===== config.mk =====
export PLATFORM = sky130hd
export DESIGN_NAME = chattering_debouncer
export DESIGN_NICKNAME = d
export VERILOG_FILES = /design/src/rtl/chattering_debouncer_pkg.sv /design/src/rtl/chattering_debouncer_cell.sv /design/src/rtl/chattering_debouncer.sv
export SDC_FILE = /design/constraint.sdc
export NUM_CORES = 1
export LEC_CHECK = 0
export ABC_CLOCK_PERIOD_IN_PS = 2600
export CAP_MARGIN = 10
export CORE_UTILIZATION = 55
export CTS_BUF_LIST = sky130_fd_sc_hd__clkbuf_16
export DETAILED_ROUTE_END_ITERATION = 10
export GPL_TIMING_DRIVEN = 0
export PLACE_DENSITY = 0.78
export SYNTH_ARGS = -nofsm -noshare
export SYNTH_HDL_FRONTEND = slang
export SYNTH_SLANG_ARGS = --single-unit

===== constraint.sdc =====
create_clock -name clk -period 2.6 [get_ports clk]
set_clock_uncertainty 0.1 [all_clocks]
set_input_delay 0.52 -clock clk [delete_from_list [all_inputs] [get_ports clk]]
set_output_delay 0.52 -clock clk [all_outputs]
set_load 0.05 [all_outputs]

===== src/rtl/chattering_debouncer_pkg.sv =====
// Shared constants and helpers for the multi-channel switch debouncer.
// Imported by the debounce cell and the top level.
package chattering_debouncer_pkg;

    localparam int PRESCALE_DE0     = 50000;
    localparam int STABLE_TICKS_DEF = 4;

    // Bits needed to hold 0..v-1, never less than one bit.
    function automatic int clog2_min1(input int v);
        int r;
        r = 0;
        for (int i = 0; i < 31; i++) begin
            if ((32'(1) << i) < v) begin
                r = i + 1;
            end
        end
        return (r < 1) ? 1 : r;
    endfunction

endpackage


===== src/rtl/chattering_debouncer_cell.sv =====
// One debounced channel: two-flop synchronizer, stability counter,
// accepted-level flop and registered rise/fall pulses.
module debounce_cell
    import chattering_debouncer_pkg::*;
#(
    parameter int STABLE_TICKS = STABLE_TICKS_DEF,
    parameter bit RST_LEVEL    = 1'b0
) (
    input  logic clk,
    input  logic rst_n,
    input  logic tick,
    input  logic raw,
    output logic db,
    output logic rise,
    output logic fall
);

    localparam int              SW       = clog2_min1(STABLE_TICKS);
    localparam logic [SW-1:0]   STAB_MAX = SW'(STABLE_TICKS - 1);

    logic [1:0]    sync_q;
    logic [SW-1:0] stab_q;
    logic          sync;
    logic          differ;
    logic          accept;

    assign sync   = sync_q[1];
    assign differ = (sync != db);
    assign accept = tick && differ && (stab_q == STAB_MAX);

    always_ff @(posedge clk or negedge rst_n) begin
        if (!rst_n) begin
            sync_q <= {2{RST_LEVEL}};
        end else begin
            sync_q <= {sync_q[0], raw};
        end
    end

    // A level that flips back before acceptance loses all accumulated credit.
    always_ff @(posedge clk or negedge rst_n) begin
        if (!rst_n) begin
            stab_q <= '0;
        end else if (tick) begin
            if (!differ || accept) begin
                stab_q <= '0;
            end else begin
                stab_q <= stab_q + 1'b1;
            end
        end
    end

    always_ff @(posedge clk or negedge rst_n) begin
        if (!rst_n) begin
            db <= RST_LEVEL;
        end else if (accept) begin
            db <= sync;
        end
    end

    always_ff @(posedge clk or negedge rst_n) begin
        if (!rst_n) begin
            rise <= 1'b0;
            fall <= 1'b0;
        end else begin
            rise <= accept && sync;
            fall <= accept && !sync;
        end
    end

endmodule


===== src/rtl/chattering_debouncer.sv =====
// Multi-channel switch debouncer with a shared sample-tick prescaler
// and an event counter driven by channel rise pulses.
module chattering_debouncer
    import chattering_debouncer_pkg::*;
#(
    parameter int CHANNELS     = 2,
    parameter int PRESCALE     = PRESCALE_DE0,
    parameter int STABLE_TICKS = STABLE_TICKS_DEF,
    parameter int CNT_W        = 9,
    parameter int SATURATE     = 0,
    parameter bit RST_LEVEL    = 1'b0
) (
    input  logic                clk,
    input  logic                rst_n,
    input  logic [CHANNELS-1:0] switch,
    output logic [CHANNELS-1:0] sw_db,
    output logic [CHANNELS-1:0] sw_rise,
    output logic [CHANNELS-1:0] sw_fall,
    output logic                tick,
    output logic [CNT_W-1:0]    led
);

    localparam int            PW   = clog2_min1(PRESCALE);
    localparam logic [PW-1:0] PMAX = PW'(PRESCALE - 1);

    logic [PW-1:0] pre_q;
    logic          inc;
    logic          clr;

    // Tick is registered, so it is high while the count has wrapped to 0.
    always_ff @(posedge clk or negedge rst_n) begin
        if (!rst_n) begin
            pre_q <= '0;
            tick  <= 1'b0;
        end else begin
            tick <= (pre_q == PMAX);
            if (pre_q == PMAX) begin
                pre_q <= '0;
            end else begin
                pre_q <= pre_q + 1'b1;
            end
        end
    end

    for (genvar i = 0; i < CHANNELS; i++) begin : g_ch
        debounce_cell #(
            .STABLE_TICKS(STABLE_TICKS),
            .RST_LEVEL   (RST_LEVEL)
        ) u_cell (
            .clk  (clk),
            .rst_n(rst_n),
            .tick (tick),
            .raw  (switch[i]),
            .db   (sw_db[i]),
            .rise (sw_rise[i]),
            .fall (sw_fall[i])
        );
    end

    assign inc = sw_rise[0];

    if (CHANNELS >= 2) begin : g_clr
        assign clr = sw_rise[1];
    end else begin : g_no_clr
        assign clr = 1'b0;
    end

    // Clear outranks increment when both pulses land together.
    always_ff @(posedge clk or negedge rst_n) begin
        if (!rst_n) begin
            led <= '0;
        end else if (clr) begin
            led <= '0;
        end else if (inc) begin
            if (led == '1) begin
                led <= (SATURATE != 0) ? led : '0;
            end else begin
                led <= led + 1'b1;
            end
        end
    end

endmodule

# Word level (Yosys, flattened, before mapping)
# Index checks and enable logic that the tools add are counted.
# totals
register_bits,40
output_inout_bits,16
word_cells,44
input_bits,4
# classes
add_sub_neg,4
muxes,6
n_eq_ne,6
reduce_logical,15
# ops
op,count
$mux W9,3
$add A16 B1 Y16 const B,1
$eq A16 B16 Y1 const B,1
$mux W16,1
$add A9 B1 Y9 const B,1
$eq A9 B9 Y1 const B,1
$logic_and A1 B1 Y1,8
$add A2 B1 Y2 const B,2
$eq A2 B2 Y1 const B,2
$logic_not A1 Y1,4
$mux W2,2
$logic_or A1 B1 Y1,2
$ne A1 B1 Y1,2
$reduce_bool A2 Y1,1

# Longest topological paths before layout
# Gate-level depths: netlist (run 1).
# logic_depth
word_depth,5
depth_mapped,9
depth_no_buf,9

# By module
# From an unflattened synthesis (run 1), not the netlist that was laid out.
# unflattened
hier_cells,172
area_unflattened_um2,1823.0
# modules_own_cells
module,cells_each,instances,area_per_inst_um2,seq_area_each_um2
chattering_debouncer,134,1,1300.0,650.6
debounce_cell,19,2,261.5,175.2

# Least setup slack after synthesis (run 1)
# OpenSTA, ideal clock, no wires.
# synth_timing
kind,register to register
startpoint,register led[0]
endpoint,register led[2]
slack_ns,-0.045
n_path_buf,0
setup_time_ns,0.078
period_less_slack_ns,2.645
path_stages_with_launch,9
t_arrival_ns,2.467
required_ns,2.422
cell_sequence,dfrtp_1 ha_1 and3_1 and3_1 and3_1 ha_1 nand2b_1 or3b_2 a21oi_1
# synth_via
elab_chain_cells,4
elab_cells_between_ends,5
classes_between,1 x add/sub; 1 x eq/ne; 3 x mux
# synth_rtl
item,line,rtl
"start, declared",chattering_debouncer.sv:20,output logic [CNT_W-1:0] led
"start signal, assigned",chattering_debouncer.sv:76,led <= (SATURATE != 0) ? led : '0;
"start signal, assigned",chattering_debouncer.sv:78,led <= led + 1'b1;
$add A9 B1 Y9 or $eq A9 B9 Y1 (tied branches),"chattering_debouncer.sv:78, chattering_debouncer.sv:75",
$mux W9 *,chattering_debouncer.sv:75,if (led == '1) begin
$mux W9 *,chattering_debouncer.sv:74,end else if (inc) begin
$mux W9 *,chattering_debouncer.sv:72,end else if (clr) begin
# Every way passes the cells marked *; elsewhere a longest branch is shown, timed or not. The select of a mux whose other input is x is not followed.
# A chain may end at the register's enable or synchronous reset.

# Final worst setup path (run 1)
# Ends and elaborated chain as after synthesis.

==> metrics.md, run 1 <==
| Metric | Value |
|---|---|
| Post-synth top area cell | `dfrtp_1` |
| Mux share of post-synthesis cell area | `2.91%` |
| Worst Tran Pin Value | `between 0.8 and 0.9 ns` |
| Tmin final | `2.47 ns` |
| Largest family of logic cells by synthesized area | `simple AND/OR/NAND/NOR gates` |
| CP Launch Type | `flop` |
| Relative slew slack | `41.3%` |
| Worst vdd ir | `roughly 0.0005 V` |
| Synth area leaders | `dfrtp_1 55%, nor2_1 4.8%, xnor2_1 4.4%` |
| Maximum level of the CTS H-tree | `2` |
| Starting Density | `58.7%` |
| CTS max path bufs | `2` |
| Vias per Instance | `around 5.5` |
| Clock slew seen by the registers of the worst setup and hold paths | `~0.060 ns` |
| Simple-Gate Fraction of Synth Area | `about a fifth` |
| Final setup margin | `around 0.13 ns` |
| Pwr Total | `1.53 mW` |
| Critical Path RT | `approximately 2.7 ns` |
| Area share of fa/ha/maj cells after synthesis | `3.46%` |
| Commonest non-fill, non-tap cell in the layout | `dfrtp_1` |
| Synthesized instance count | `around 170` |
| Initial antenna violation count | `0` |
| Total wire length | `between 3000 and 4000 microns` |
| Die footprint | `~0.0035 sq mm` |
| DP HPWL | `around 2300 microns` |
| DP Area | `0.00205 sq mm` |
| Layout cells sized above 1 | `12.3%` |
| # port buffers | `19` |
| Post-CTS Hold Buffers | `0` |
| Die X | `59.3 microns` |
| Final instance area | `between 0.002 and 0.0025 sq mm` |
| Fillers | `~230` |
| Power per cell area | `roughly 670 mW/mm^2` |
| Post-DRT Antenna Nets | `0` |
| Post-Syn Nets | `around 180` |
| Critical path class | `reg2reg` |
| Antenna fix cells | `0` |
| Met1 wire length | `about 1400 microns` |
| Met2 wire length | `roughly 1800 microns` |
| Reg2Reg Depth | `8` |
| Vias in the first global route | `1316` |
| First-pass GRT wire length | `between 5000 and 6000 microns` |
| Vias | `between 1000 and 1500` |
| Total CTS buffers | `5` |
| Number of remaining DRC errors | `0` |
| Worst EP arrival | `2.58 ns` |
| RSZ-0062 raised after global routing | `false` |
| Post-DR wirelength/cell | `between 10 and 15 microns` |
| Gr usage total | `22.2%` |
| Final period util | `a little over nine tenths` |
| Highest metal used | `met4` |
| Post-CTS Resized | `2` |
| Met3 routed wirelength | `between 100 and 150 microns` |
| Seq/Total Area, Yosys | `55.4%` |
| Cell Rows | `20` |
| Routability-driven placement congestion ratio | `approximately 0.8` |
| Post-Synthesis Cell Area | `around 0.0018 sq mm` |
| GRT overflow | `0` |
| Minimum hold slack | `~0.25 ns` |
| Most frequent cells in the layout | `38 x dfrtp_1, 23 x nor2_1, 18 x clkdlybuf4s50_1` |
| Largest net degree at the start of global routing | `41` |
| Setup crit end kind | `flop` |
| Syn Area/Cell | `around 11 sq um` |
| Hold Crit Class | `in2async` |
| TritonCTS Sinks | `40` |
| Fin. Hold Viols | `0` |
| Drt pass-1 iters | `4` |
| Worst skew pair latency | `0.28 ns` |
| Core Footprint | `approximately 0.0031 sq mm` |
| Number of warnings issued by yosys | `0` |
| CTS tree | `yes` |
| FMAX | `just over 400 MHz` |
| Post-synthesis xor/xnor area fraction | `slightly below 7%` |
| Compound-Gate Fraction of Synth Area | `6.16%` |
| Crit Path Max Fanout | `9` |
| Inst Count DP | `231` |
| Starting DRT DRC Count | `64` |
| Max-slew violation count | `0` |
| Max-cap viol count | `0` |
| Post-synth cell types | `31` |
| Status | `finished, final reports clean` |
| Area delta synth->final | `26.6%` |
| Dpl ws | `-0.0290 ns` |
| Leakage power | `roughly 1 nW` |
| Setup-failing EPs final | `0` |
| Chip height | `~60 microns` |
| Buffer count from post-CTS setup fixing | `0` |
| Fin cells | `roughly 240` |
| Root Driver | `clkbuf_16` |
| # IOs | `20` |
| Final net count | `203` |
| Yosys top cell area share | `between 50% and 60%` |
| FF+latch count, synth | `40` |
[sequential cells by signal, summed over array words and instances (netlist names)]
signal / flops
g_ch.u_cell.stab_q: 4
led: 9
g_ch.u_cell.fall: 2
g_ch.u_cell.db: 2
tick: 1
pre_q: 16
g_ch.u_cell.sync_q: 4
g_ch.u_cell.rise: 2
[critical path: stages (launching register included)]
cell and delay, ns:
dfrtp_2 0.43, ha_1 0.23, and3_1 0.22, and3_1 0.22, and3_1 0.22, ha_4 0.20, nand2b_4 0.17, or3b_2 0.48
a21oi_2 0.14
[layout make-up]
cell class | count | area [sq um] | share of cell area, %
clock buffers | 5 | 125 | 5.46
repair buffers | 19 | 185 | 8.09
plain buffers | 9 | 56.3 | 2.46
well taps | 44 | 55.1 | 2.40
inverters | 6 | 22.5 | 0.984
flip-flops and latches | 40 | 1000 | 43.8
clock inverters | 3 | 90.1 | 3.93
multi-input cells | 113 | 752 | 32.8
[worst paths after layout]
kind	startpoint	endpoint	slack (ns)
worst min-delay path	rst_n	led[7]$_DFFE_PN0P_	0.25
min in group clk	g_ch[1].u_cell.sync_q[0]$_DFF_PN0_	g_ch[1].u_cell.sync_q[1]$_DFF_PN0_	0.25
max in group asynchronous	rst_n	led[0]$_DFFE_PN0P_	1.55
worst max register to register	led[0]$_DFFE_PN0P_	led[2]$_DFFE_PN0P_	0.13
worst max-delay path	led[0]$_DFFE_PN0P_	led[2]$_DFFE_PN0P_	0.13
worst min register to register	g_ch[1].u_cell.sync_q[0]$_DFF_PN0_	g_ch[1].u_cell.sync_q[1]$_DFF_PN0_	0.25
[per-stage QoR]
| step | TNS (ns) | util, % |
|---|---|---|
| floorplan | 0 | - |
| global placement | -0.239 | 66.8 |
| detailed placement | -0.0290 | 66.6 |
| CTS | 0 | 73.8 |
| global route | 0 | 74.4 |
| finish | 0 | 74.4 |
[cell families (layout without fill, tap and decap cells)]
kind of cell	Yosys count	count (layout)
AOI/OAI and AO/OA	18	18
buffers and inverters	15	42
muxes	5	5
DFF	40	40
adders and majority gates	5	5
xor gates and xnor gates	14	14
and+or+nand+nor	71	71
[layer usage]
metal / GRT usage (%) / up-vias
li1: - / 629
met1: 25.7 / 645
met2: 38.7 / 24
met3: 6.55 / 6
met4: 8.16 / 0
met5: 0 / -
[cell usage after synthesis, drive strengths merged]
cell type	count
a21oi	4
a22oi	2
a311o	1
a31oi	1
a32o	2
and3	7
and4	1
buf	7
clkbuf	2
dfrtp	40
ha	5
inv	6
mux2	2
mux2i	3
nand2	8
nand2b	7
nand3	6
nand3b	2
nand4	6
nor2	23
nor2b	1
nor3	4
nor4	3
nor4b	1
o21ai	8
or3	1
or3b	1
xnor2	9
xor2	5
[report_power, final]
| group | switching [mW] | total (mW) | internal [mW] |
|---|---|---|---|
| registers | 0.00146 | 0.627 | 0.626 |
| clock network | 0.235 | 0.881 | 0.646 |
| logic | 0.0136 | 0.0181 | 0.00446 |
| total | 0.250 | 1.53 | 1.28 |
(Power assumes the default switching activity.)
==> run 2: changes to the inputs <==
Settings changed: RECOVER_POWER set to 25, SYNTH_HIERARCHICAL set to 1.
==> run 2 against run 1 <==
Sequential share of layout area rose by 1.7 points. Synthesized cell count increased by 2.4%. Final area fell by 3.9%. Maximum frequency up 3.9%. Combinational power decreased by 7%. Worst setup slack improved by 0.094 ns. Synthesized area grew 0.83%. Sequential power about the same. Global-route usage grew 1.5 points. Register-to-register slack improved by 0.09 ns. Critical endpoint is now led[7]$_DFFE_PN0P_. Largest cell class unchanged. Highest routed layer is now met3.
==> metrics.md, run 2 <==
| Metric | Value |
|---|---|
| Worst setup path start | `led[0]$_DFFE_PN0P_` |
| Reg with most FFs | `pre_q` |
| Fillers | `259 (+15%)` |
| Registers with the most flip-flops | `pre_q x16, led x9` |
| Fin. Hold Viols | `0 (unchanged)` |
| RSZ-0062 raised after global routing | `false` |
| Crit path cell chain | `ha_1 -> nand3_1 -> nor2_1 -> ha_1 -> clkbuf_1 -> nand2b_1 -> or4_1 -> a21oi_1` |
| Synth area leaders | `dfrtp_1 55%, xnor2_1 5.3%, nor2_1 4.3%` |
| Mux share of post-synthesis cell area | `1.78% (-1.1 points)` |
| Worst r2r src | `led[0]$_DFFE_PN0P_` |
| Number of remaining DRC errors | `0 (unchanged)` |
| Post-synth top area cell | `dfrtp_1` |
| Tmin final | `2.38 ns (-0.0938 ns)` |
| Vias per Instance | `5.56 (+1.9%)` |
| Buffer count from post-CTS setup fixing | `0 (unchanged)` |
| Power share of the clock group | `46.8% (-11 points)` |
| Critical path's largest stage delay | `0.50 ns (+0.02 ns)` |
| Crit path depth | `8 (unchanged)` |
| Layout cells sized above 1 | `7.07% (-5.2 points)` |
| Count leader, synth | `dfrtp_1` |
| Die X | `59.6 microns (+0.40%)` |
| Post-DRT Antenna Nets | `0 (unchanged)` |
| Yosys top cell area share | `54.9% (-0.46 points)` |
| Routability-driven placement congestion ratio | `0.845 (+3.4%)` |
| Reg-to-Reg End | `led[7]$_DFFE_PN0P_` |
| Starting Density | `58.7% (about the same)` |
| Critical Path RT | `2.70 ns (about the same)` |
| Final net count | `207 (+2.0%)` |
| Synthesized instance count | `172 (+2.4%)` |
| CP Launch Type | `flop` |
| Max reg flops | `16 (unchanged)` |
| Post-CTS Resized | `0 (-2)` |
| Most used cell, CP | `ha_1` |
| Relative slew slack | `35.3% (-6.0 points)` |
| Syn Area/Cell | `10.6 sq um (-1.5%)` |
| Root Driver | `clkbuf_16` |
| Post-synthesis xor/xnor area fraction | `7.69% (+0.91 points)` |
| Total wire length | `3330 microns (+0.30%)` |
| # port buffers | `19 (unchanged)` |
| Post-CTS Hold Buffers | `0 (unchanged)` |
| Post-synth EDFFs | `0 (unchanged)` |
| Initial antenna violation count | `0 (unchanged)` |
| Critical path class | `reg2reg` |
| Area share of fa/ha/maj cells after synthesis | `3.43% (-0.028 points)` |
| Leakage power | `0.954 nW (-7.1%)` |
| Slowest stage cell on the critical path | `or4_1` |
| Worst vdd ir | `0.000527 V (+8.4%)` |
| Most frequent cells after synthesis | `40 x dfrtp_1, 21 x nor2_1, 11 x nand3_1, 11 x xnor2_1, 9 x nand2_1` |
| CTS tree | `yes` |
| P_sw | `0.234 mW (-6.1%)` |
| Post-Synthesis Cell Area | `0.00182 sq mm (+0.83%)` |
| Async S/R FF share, synth | `100% (unchanged)` |
| Logic pwr share | `1.4% (+0.2 points)` |
| Post-DR wirelength/cell | `13.7 microns (-0.94%)` |
| FF+latch count, synth | `40 (unchanged)` |
| Vias | `1346 (+3.2%)` |
| Worst EP arrival | `2.48 ns (-0.10 ns)` |
| Worst Tran Pin Value | `0.970 ns (+0.0903 ns)` |
| Pwr Total | `1.21 mW (-21%)` |
| Vias in the first global route | `1412 (+7.3%)` |
| DP HPWL | `2250 microns (-2.2%)` |
| Internal | `0.977 mW (-23%)` |
| Compound-Gate Fraction of Synth Area | `6.79% (+0.64 points)` |
| Worst skew pair latency | `0.27 ns (about the same)` |
| Core Footprint | `0.00310 sq mm (+0.81%)` |
| Setup-failing EPs final | `0 (unchanged)` |
| Starting DRT DRC Count | `84 (+31%)` |
| Simple-Gate Fraction of Synth Area | `21.7% (+0.72 points)` |
| Clock slew seen by the registers of the worst setup and hold paths | `0.06 ns (about the same)` |
| Area delta synth->final | `20.7%` |
| Crit Path Max Fanout | `9 (unchanged)` |
| # IOs | `20 (unchanged)` |
| Chip height | `59.6 microns (+0.40%)` |
| Sw frac | `19.3% (+3.0 points)` |
| Area of the multi-input gates | `754 sq um (+0.33%)` |
| Total CTS buffers | `5 (unchanged)` |
| First-pass GRT wire length | `6130 microns (+8.3%)` |
| Cell Rows | `20 (unchanged)` |
| CTS max path bufs | `2 (unchanged)` |
| Most frequent cells in the layout | `40 x dfrtp_1, 21 x nor2_1, 16 x clkdlybuf4s50_1` |
| Maximum level of the CTS H-tree | `2 (unchanged)` |
| GRT overflow | `0 (unchanged)` |
| Largest net degree at the start of global routing | `41 (unchanged)` |
| Setup crit end kind | `flop` |
| Antenna fix cells | `0 (unchanged)` |
| Post-Route Setup TNS | `0 ns (unchanged)` |
| FF+latch area | `0.00100 sq mm (-0.25%)` |
| Die footprint | `0.00355 sq mm (+0.79%)` |
| Hold Crit Class | `reg2reg` |
| Max-cap viol count | `0 (unchanged)` |
| Largest family of logic cells by synthesized area | `simple AND/OR/NAND/NOR gates` |
| Sequential Power Share | `51.8% (+11 points)` |
| FMAX | `421 MHz (+3.9%)` |
| Number of warnings issued by yosys | `6 (+6)` |
| Max-slew violation count | `0 (unchanged)` |
| R2R Setup Slk | `0.22 ns (+0.09 ns)` |
| Status | `finished, final reports clean` |
| Buf/Inv on CP | `1 (+1)` |
| Drt pass-1 iters | `4 (unchanged)` |
| Gr usage total | `23.7% (+1.5 points)` |
| Final period util | `91.4% (-3.6 points)` |
| TritonCTS Sinks | `40 (unchanged)` |
| Prevailing post-synth register cell | `dfrtp_1` |
| Delay-heaviest family, CP | `simple AND/OR/NAND/NOR gates` |
| Power per cell area | `551 mW/mm^2 (-17%)` |
| Post-synth cell types | `33 (+6.5%)` |
| Seq/Total Area, Yosys | `54.9% (-0.46 points)` |
| CP endpoint | `led[7]$_DFFE_PN0P_` |
| Post-Syn Nets | `181 (+2.3%)` |
| Reg2Reg Depth | `8 (unchanged)` |
| Commonest non-fill, non-tap cell in the layout | `dfrtp_1` |
[run 2: cell types whose count changed in the layout (fill, tap and decap cells not counted), sizes merged, moves of 3 or more]
cell    previous run  this run
buf                8         2
nand2b             7         1
clkbuf             7        12
nand3              6        11
nor3b              0         5
and3               7         4
bufinv             3         0
o21ai              8         5
[run 2: worst min path at each step]
stage / slack, ns / end / from / depth (start not counted)
after floorplan: 0.12 / g_ch[0].u_cell/db$_DFFE_PN0P_ / rst_n / 0
final: 0.25 / g_ch[0].u_cell/sync_q[1]$_DFF_PN0_ / g_ch[0].u_cell/sync_q[0]$_DFF_PN0_ / 0
after global placement: 0.23 / g_ch[0].u_cell/sync_q[1]$_DFF_PN0_ / g_ch[0].u_cell/sync_q[0]$_DFF_PN0_ / 0
after detailed placement: 0.24 / g_ch[1].u_cell/sync_q[1]$_DFF_PN0_ / g_ch[1].u_cell/sync_q[0]$_DFF_PN0_ / 0
after global routing: 0.27 / g_ch[1].u_cell/sync_q[1]$_DFF_PN0_ / g_ch[1].u_cell/sync_q[0]$_DFF_PN0_ / 0
after CTS: 0.25 / g_ch[0].u_cell/sync_q[1]$_DFF_PN0_ / g_ch[0].u_cell/sync_q[0]$_DFF_PN0_ / 0
[run 2: final cells by class]
type / count / area share [%]
flip-flops and latches: 40 / 45.5
multi-input cells: 116 / 34.3
repair buffers: 19 / 8.41
clock buffers: 5 / 5.69
well taps: 44 / 2.50
plain buffers: 8 / 1.71
inverters: 8 / 1.36
clock inverters: 2 / 0.569
[run 2: stage by stage]
stage	util, %	instance area, sq um	worst slack (ns)	std cells	hold slack, ns
after floorplan	-	1820	0.242	172	0.124
after global placement	66.7	2070	0.0392	235	0.233
after detailed placement	66.5	2060	0.308	235	0.240
after CTS	70.9	2200	0.260	242	0.253
after global routing	70.9	2200	0.0423	242	0.274
final	70.9	2200	0.223	242	0.250
[run 2: power groups by stage]
stage / sequential (mW) / clock [mW] / combinational [mW]
floorplan: 0.639 / 0 / 0.00218
global placement: 0.639 / 0 / 0.0183
detailed placement: 0.639 / 0 / 0.0183
CTS: 0.628 / 0.585 / 0.0185
global route: 0.628 / 0.610 / 0.0200
finish: 0.628 / 0.567 / 0.0168
[run 2: cell families after synthesis]
group,after synthesis
simple gates,72
flops,40
compound gates,20
xor+xnor,16
buf+inv,16
fa+ha+maj,5
mux,3
[run 2: routing by layer]
metal | global-route usage (%) | up-vias | wire (microns)
met2 | 40.0 | 35 | 1800
met5 | 0 | - | 0
met1 | 29.4 | 654 | 1390
met4 | 6.98 | 0 | 0
li1 | - | 657 | -
met3 | 7.42 | 0 | 140
==> run 3: changes to the inputs <==
Settings changed: ABC_CLOCK_PERIOD_IN_PS 2600 to not set, SLEW_MARGIN set to 40.
==> run 3 against run 2 <==
Flip-flop and latch count stayed put. Clock-buffer cell count stayed put. Global-route usage is 0.27 points lower. Non-clock buffer count is 1 higher. Critical path depth stayed put. Final area is 3.4% higher. Critical path type unchanged. Largest cell class unchanged.
==> metrics.md, run 3 (synthesis gave the netlist of run 2 again) <==
| Metric | Value |
|---|---|
| Setup-failing EPs final | `0 (unchanged)` |
| Fin cells | `243 (+0.41%)` |
| Clock slew seen by the registers of the worst setup and hold paths | `0.05 ns (about the same)` |
| Drt pass-1 iters | `5 (+1)` |
| Post-Route Setup TNS | `0 ns (unchanged)` |
| Worst vdd ir | `0.000553 V (+5.0%)` |
| Final net count | `208 (+0.48%)` |
| Max reg flops | `16 (unchanged)` |
| Final period util | `89.2% (-2.2 points)` |
| Number of remaining DRC errors | `0 (unchanged)` |
| Inst Count DP | `236 (+0.43%)` |
| First-pass GRT wire length | `5990 microns (-2.4%)` |
| Buffer count from post-CTS setup fixing | `0 (unchanged)` |
| Critical path class | `reg2reg` |
| Layout cells sized above 1 | `7.04% (-0.036 points)` |
| Post-DRT Antenna Nets | `0 (unchanged)` |
| Gr usage total | `23.5% (-0.27 points)` |
| # IOs | `20 (unchanged)` |
| Fin. Hold Viols | `0 (unchanged)` |
| # port buffers | `19 (unchanged)` |
| Fillers | `240 (-7.3%)` |
| CTS tree | `yes` |
| Post-CTS Hold Buffers | `0 (unchanged)` |
| DP Area | `0.00209 sq mm (+1.3%)` |
| Total wire length | `3430 microns (+3.2%)` |
| Starting Density | `58.7% (unchanged)` |
| Registers with the most flip-flops | `pre_q x16, led x9` |
| Max-slew violation count | `0 (unchanged)` |
| Worst Tran Pin Value | `1.29 ns (+0.324 ns)` |
| Core Footprint | `0.00310 sq mm (unchanged)` |
| Area delta synth->final | `24.8%` |
| Maximum level of the CTS H-tree | `2 (unchanged)` |
| Hold Crit Class | `reg2reg` |
| CTS max path bufs | `2 (unchanged)` |
| Vias per Instance | `5.65 (+1.6%)` |
| DP HPWL | `2350 microns (+4.4%)` |
| Cell Rows | `20 (unchanged)` |
| Worst skew pair latency | `0.28 ns (about the same)` |
| Initial antenna violation count | `0 (unchanged)` |
| TritonCTS Sinks | `40 (unchanged)` |
| Setup crit end kind | `flop` |
| RSZ-0062 raised after global routing | `false` |
| Die footprint | `0.00355 sq mm (unchanged)` |
| CP Launch Type | `flop` |
| Tmin final | `2.32 ns (-0.0585 ns)` |
| Die X | `59.6 microns (unchanged)` |
| Most frequent cells in the layout | `40 x dfrtp_1, 21 x nor2_1, 18 x clkdlybuf4s50_1` |
| Antenna fix cells | `0 (unchanged)` |
| Dpl ws | `0.306 ns (-0.00159 ns)` |
| Vias in the first global route | `1397 (-1.1%)` |
| Final instance area | `0.00227 sq mm (+3.4%)` |
| Vias | `1373 (+2.0%)` |
| Starting DRT DRC Count | `104 (+24%)` |
| Chip height | `59.6 microns (unchanged)` |
| Relative slew slack | `13.7% (-22 points)` |
| GRT overflow | `0 (unchanged)` |
| Final setup margin | `0.282 ns (+0.0585 ns)` |
| Root Driver | `clkbuf_16` |
| Crit Path Max Fanout | `9 (unchanged)` |
| Critical Path RT | `2.70 ns (about the same)` |
| Post-CTS Resized | `0 (unchanged)` |
| Routability-driven placement congestion ratio | `0.845 (unchanged)` |
| Reg with most FFs | `pre_q` |
| Commonest non-fill, non-tap cell in the layout | `dfrtp_1` |
| Worst EP arrival | `2.42 ns (-0.06 ns)` |
| Status | `finished, final reports clean` |
| Leakage power | `0.988 nW (+3.5%)` |
| Power per cell area | `619 mW/mm^2 (+12%)` |
| Total CTS buffers | `5 (unchanged)` |
| FMAX | `431 MHz (+2.5%)` |
| Post-DR wirelength/cell | `14.1 microns (+2.8%)` |
| Max-cap viol count | `0 (unchanged)` |
| Largest net degree at the start of global routing | `24 (-41%)` |
==> run 3: cell types whose count changed in the layout (fill, tap and decap cells not counted), sizes merged <==
cell / previous run / this run
bufinv: 0 / 2
buf: 2 / 3
clkinv: 1 / 0
clkinvlp: 1 / 0
dlygate4sd3: 2 / 0
clkdlybuf4s50: 16 / 18
==> run 3: worst paths after layout <==
kind / from / to / slack, ns / cells past startpoint
worst max-delay path: led[0]$_DFFE_PN0P_ / led[7]$_DFFE_PN0P_ / 0.28 / 8
worst min-delay path: g_ch[0].u_cell/sync_q[0]$_DFF_PN0_ / g_ch[0].u_cell/sync_q[1]$_DFF_PN0_ / 0.26 / 0
worst max register to register: led[0]$_DFFE_PN0P_ / led[7]$_DFFE_PN0P_ / 0.28 / 8
worst min register to register: g_ch[0].u_cell/sync_q[0]$_DFF_PN0_ / g_ch[0].u_cell/sync_q[1]$_DFF_PN0_ / 0.26 / 0
max in group asynchronous: rst_n / pre_q[6]$_DFF_PN0_ / 1.22 / 1
min in group asynchronous: rst_n / g_ch[0].u_cell/sync_q[1]$_DFF_PN0_ / 0.41 / 1
==> run 3: per-layer routing <==
metal	share of wire, %	track usage (%)	vias to the layer above
met3	3.5	4.59	6
met5	0	0	-
li1	-	-	655
met4	1.4	11.0	0
met1	41	26.9	676
met2	54	42.1	36
==> run 3: critical path: stages, from the launching register on <==
cell	delay, ns
dfrtp_1	0.44
ha_1	0.28
nand3_1	0.10
nor2_1	0.05
ha_1	0.18
clkbuf_1	0.19
nand2b_1	0.26
or4_1	0.49
a21oi_1	0.14
==> run 3: layout make-up <==
type	instances	area (sq um)	area share, %
Sequential cell	40	1000	44.0
Multi-Input combinational cell	116	754	33.2
Timing Repair Buffer	20	211	9.30
Clock buffer	5	125	5.50
Clock inverter	2	60.1	2.64
Tap cell	44	55.1	2.42
Buffer	8	37.5	1.65
Inverter	8	30.0	1.32
==> run 3: per-stage QoR <==
step,hold WS (ns),util (%),total power [mW]
CTS,0.134,73.3,1.43
detailed placement,0.240,67.4,0.663
finish,0.255,73.3,1.41
global placement,0.233,66.7,0.657
floorplan,0.124,-,0.641
global route,0.266,73.3,1.45
==> run 3: where the power goes <==
| part | internal (mW) | switching [mW] |
|---|---|---|
| Sequential | 0.626 | 0.00221 |
| Combinational | 0.00869 | 0.0136 |
| Clock | 0.543 | 0.213 |
| Total | 1.18 | 0.229 |
==> RTL edit, RTL diff (settings of run 2) <==
Put one more register stage on the output `tick`, cleared by the reset. The value now appears one clock later. The other outputs are not delayed to match.
--- a/src/rtl/chattering_debouncer.sv
+++ b/src/rtl/chattering_debouncer.sv
@@ -23,6 +23,8 @@
     localparam int            PW   = clog2_min1(PRESCALE);
     localparam logic [PW-1:0] PMAX = PW'(PRESCALE - 1);
 
+    logic tick_s0;
+
     logic [PW-1:0] pre_q;
     logic          inc;
     logic          clr;
@@ -31,9 +33,9 @@
     always_ff @(posedge clk or negedge rst_n) begin
         if (!rst_n) begin
             pre_q <= '0;
-            tick  <= 1'b0;
+            tick_s0 <= 1'b0;
         end else begin
-            tick <= (pre_q == PMAX);
+            tick_s0 <= (pre_q == PMAX);
             if (pre_q == PMAX) begin
                 pre_q <= '0;
             end else begin
@@ -49,7 +51,7 @@
         ) u_cell (
             .clk  (clk),
             .rst_n(rst_n),
-            .tick (tick),
+            .tick (tick_s0),
             .raw  (switch[i]),
             .db   (sw_db[i]),
             .rise (sw_rise[i]),
@@ -80,4 +82,12 @@
         end
     end
 
+    always_ff @(posedge clk or negedge rst_n) begin
+        if (!rst_n) begin
+            tick <= '0;
+        end else begin
+            tick <= tick_s0;
+        end
+    end
+
 endmodule
Behaviour: same outputs for any inputs over 10 cycles, from zero or initial values and one cycle with rst_n low; that may be too few to reach the edited logic, so the function may still have changed.
==> RTL edit against run 2 <==
Synthesized area up 1.8%; final area up 3.9%; total power up 19%; worst setup slack better by 210 ps; via count up 1.6%; sequential cell count up 1; register-to-register slack better by 220 ps; utilization up 2.2 points; wire length up 2.1%; non-clock buffer count down 1; critical endpoint is now led[4].
==> RTL edit: results <==
metrics = {
    "outcome": {
        "status": "completed",
    },
    "grt": {
        "antenna_found_initial": 0,
        "grt_max_degree": 42,
        "grt_util_all_layers_pct": 22.7,
        "grt.met3_usage_pct": 6.49,
        "grt_pass1_wl_mm": 5.89,
        "use_met2_pct": 36.5,
        "busiest_layer": "met2",
        "grt_pass1_vias": 1264,
        "met1_usage_pct": 29.3,
    },
    "synthesis": {
        "synthTopCellsByCount": "dfrtp_1 (41), nor2_1 (19), nand2_1 (10), nand3_1 (10)",
        "async_flop_share_pct": 100,
        "yosys-top-cells-area": "dfrtp_1 (55%), nor2_1 (3.8%), xnor2_1 (3.8%)",
        "synthesis.nets": 181,
        "synth_cell_types": 37,
        "ys_seq_area_share_pct": 55.3,
        "ys_warn_count": 6,
    },
    "final_layout": {
        "fillCellCount": 219,
        "antenna_cells": 0,
        "top_regs": "pre_q x16, led x9",
        "drive_gt1_share_pct": 9.55,
        "nets": 207,
        "fin_area_mm2": 0.00229,
    },
    "clocking": {
        "cts.repair.resized": 0,
        "clock_tree.buffer_depth": 2,
        "clock-root-buffer": "clkbuf_16",
        "clk_pin_slew_worst_paths_ps": 60,
        "htree_levels": 2,
        "clock_latency_ps": 280,
        "cts_setup_buffers": 0,
        "numCtsBuffers": 5,
    },
    "worst_setup_path": {
        "ff2ff_setup_slack_ps": 440,
        "ff2ff_path_depth": 8,
        "cp_top_family": "buffers and inverters",
        "crit_buf_inv": 1,
        "arrival_ps": 1550,
        "cp_slowest_stage_delay_ps": 830,
        "r2r-start": "led[0]",
        "worstPathMaxFanout": 7,
        "critical-path-slowest-cell": "clkdlybuf4s50_1",
        "timing.rr.end": "led[7]",
    },
    "place": {
        "dp_hpwl_mm": 2.32,
        "pre_cts_slack_ps": 472,
        "port_buffers": 19,
        "place_area_mm2": 0.00210,
        "place_congestion": 0.828,
    },
    "drt": {
        "wl_per_cell_um": 14.0,
        "avgViaCountPerCell": 5.63,
        "drt_iter0_markers": 79,
        "drt_first_pass_iters": 5,
    },
    "min_path": {
        "hp-class": "reg2reg",
        "min_to": "g_ch[1].u_cell/sync_q[1]",
        "min-delay-start": "g_ch[1].u_cell/sync_q[0]",
    },
    "power": {
        "peakVddDrop_mv": 0.446,
        "leakagePower_nw": 1.01,
    },
    "sta": {
        "relSlewSlack_pct": 35.0,
    },
}
==> RTL edit: cell count changes after synthesis, moves of 2 or more <==
cell      delta
clkbuf_1     -5
buf_2        +2
xnor2_1      -3
nor2_1       -2
xor2_1       +3
==> RTL edit: report_power, final <==
part           total [mW]  leakage [nW]  switching, mW  internal, mW
combinational      0.0167         0.367         0.0127       0.00402
clock               0.779        0.0938          0.232         0.547
sequential          0.644         0.549        0.00224         0.642
total                1.44          1.01          0.247          1.19
==> RTL edit: cell families (layout without fill, tap and decap cells) <==
group,count (synthesis),in the layout,synth area share [%]
DFF,41,41,55.3
adders and majority gates,5,5,3.37
xor gates and xnor gates,16,16,7.55
buffers and inverters,15,42,3.78
AOI/OAI and AO/OA,20,20,6.68
and+or+nand+nor,72,72,21.6
muxes,3,3,1.75
==> RTL edit: layout make-up <==
cell class                      count  area share [%]
Multi-Input combinational cell    116            33.2
Tap cell                           44            2.41
Sequential cell                    41            44.9
Buffer                              7            1.75
Timing Repair Buffer               19            8.10
Clock buffer                        5            5.47
Inverter                            8            1.31
Clock inverter                      3            2.85
==> RTL edit: worst reg2reg max path, delay by kind of cell (launching register included) <==
family	cells	cell delay, ps
simple gates	4	790
buf+inv	1	170
compound gates	1	150
fa+ha+maj	2	440
flops	1	430
==> RTL edit: worst max-delay path by stage <==
stage | startpoint | to | slack, ps | depth (start not counted)
final | led[4] | led[4] | 430 | 1
after global routing | led[0] | led[7] | 350 | 8
after CTS | led[4] | led[4] | 430 | 1
after detailed placement | led[0] | led[7] | 470 | 8
after global placement | rst_n | pre_q[0] | -20 | 1
after floorplan | led[0] | led[7] | 320 | 8
==> RTL edit: per-stage QoR <==
| step | std cells | power [mW] | hold slack [ps] |
|---|---|---|---|
| 4_1_cts | 243 | 1.46 | 262 |
| 2_1_floorplan | 172 | 0.657 | 124 |
| 6_report | 243 | 1.44 | 255 |
| 3_5_place_dp | 235 | 0.674 | 239 |
| 5_1_grt | 243 | 1.48 | 274 |
| 3_3_place_gp | 235 | 0.674 | 234 |
==> RTL edit: per-layer routing <==
| metal | wire, µm | vias to the layer above | share of wire (%) |
|---|---|---|---|
| li1 | - | 656 | - |
| met1 | 1510 | 672 | 45 |
| met2 | 1720 | 35 | 51 |
| met3 | 121 | 5 | 3.6 |
| met4 | 39 | 0 | 1.1 |
| met5 | 0 | - | 0 |
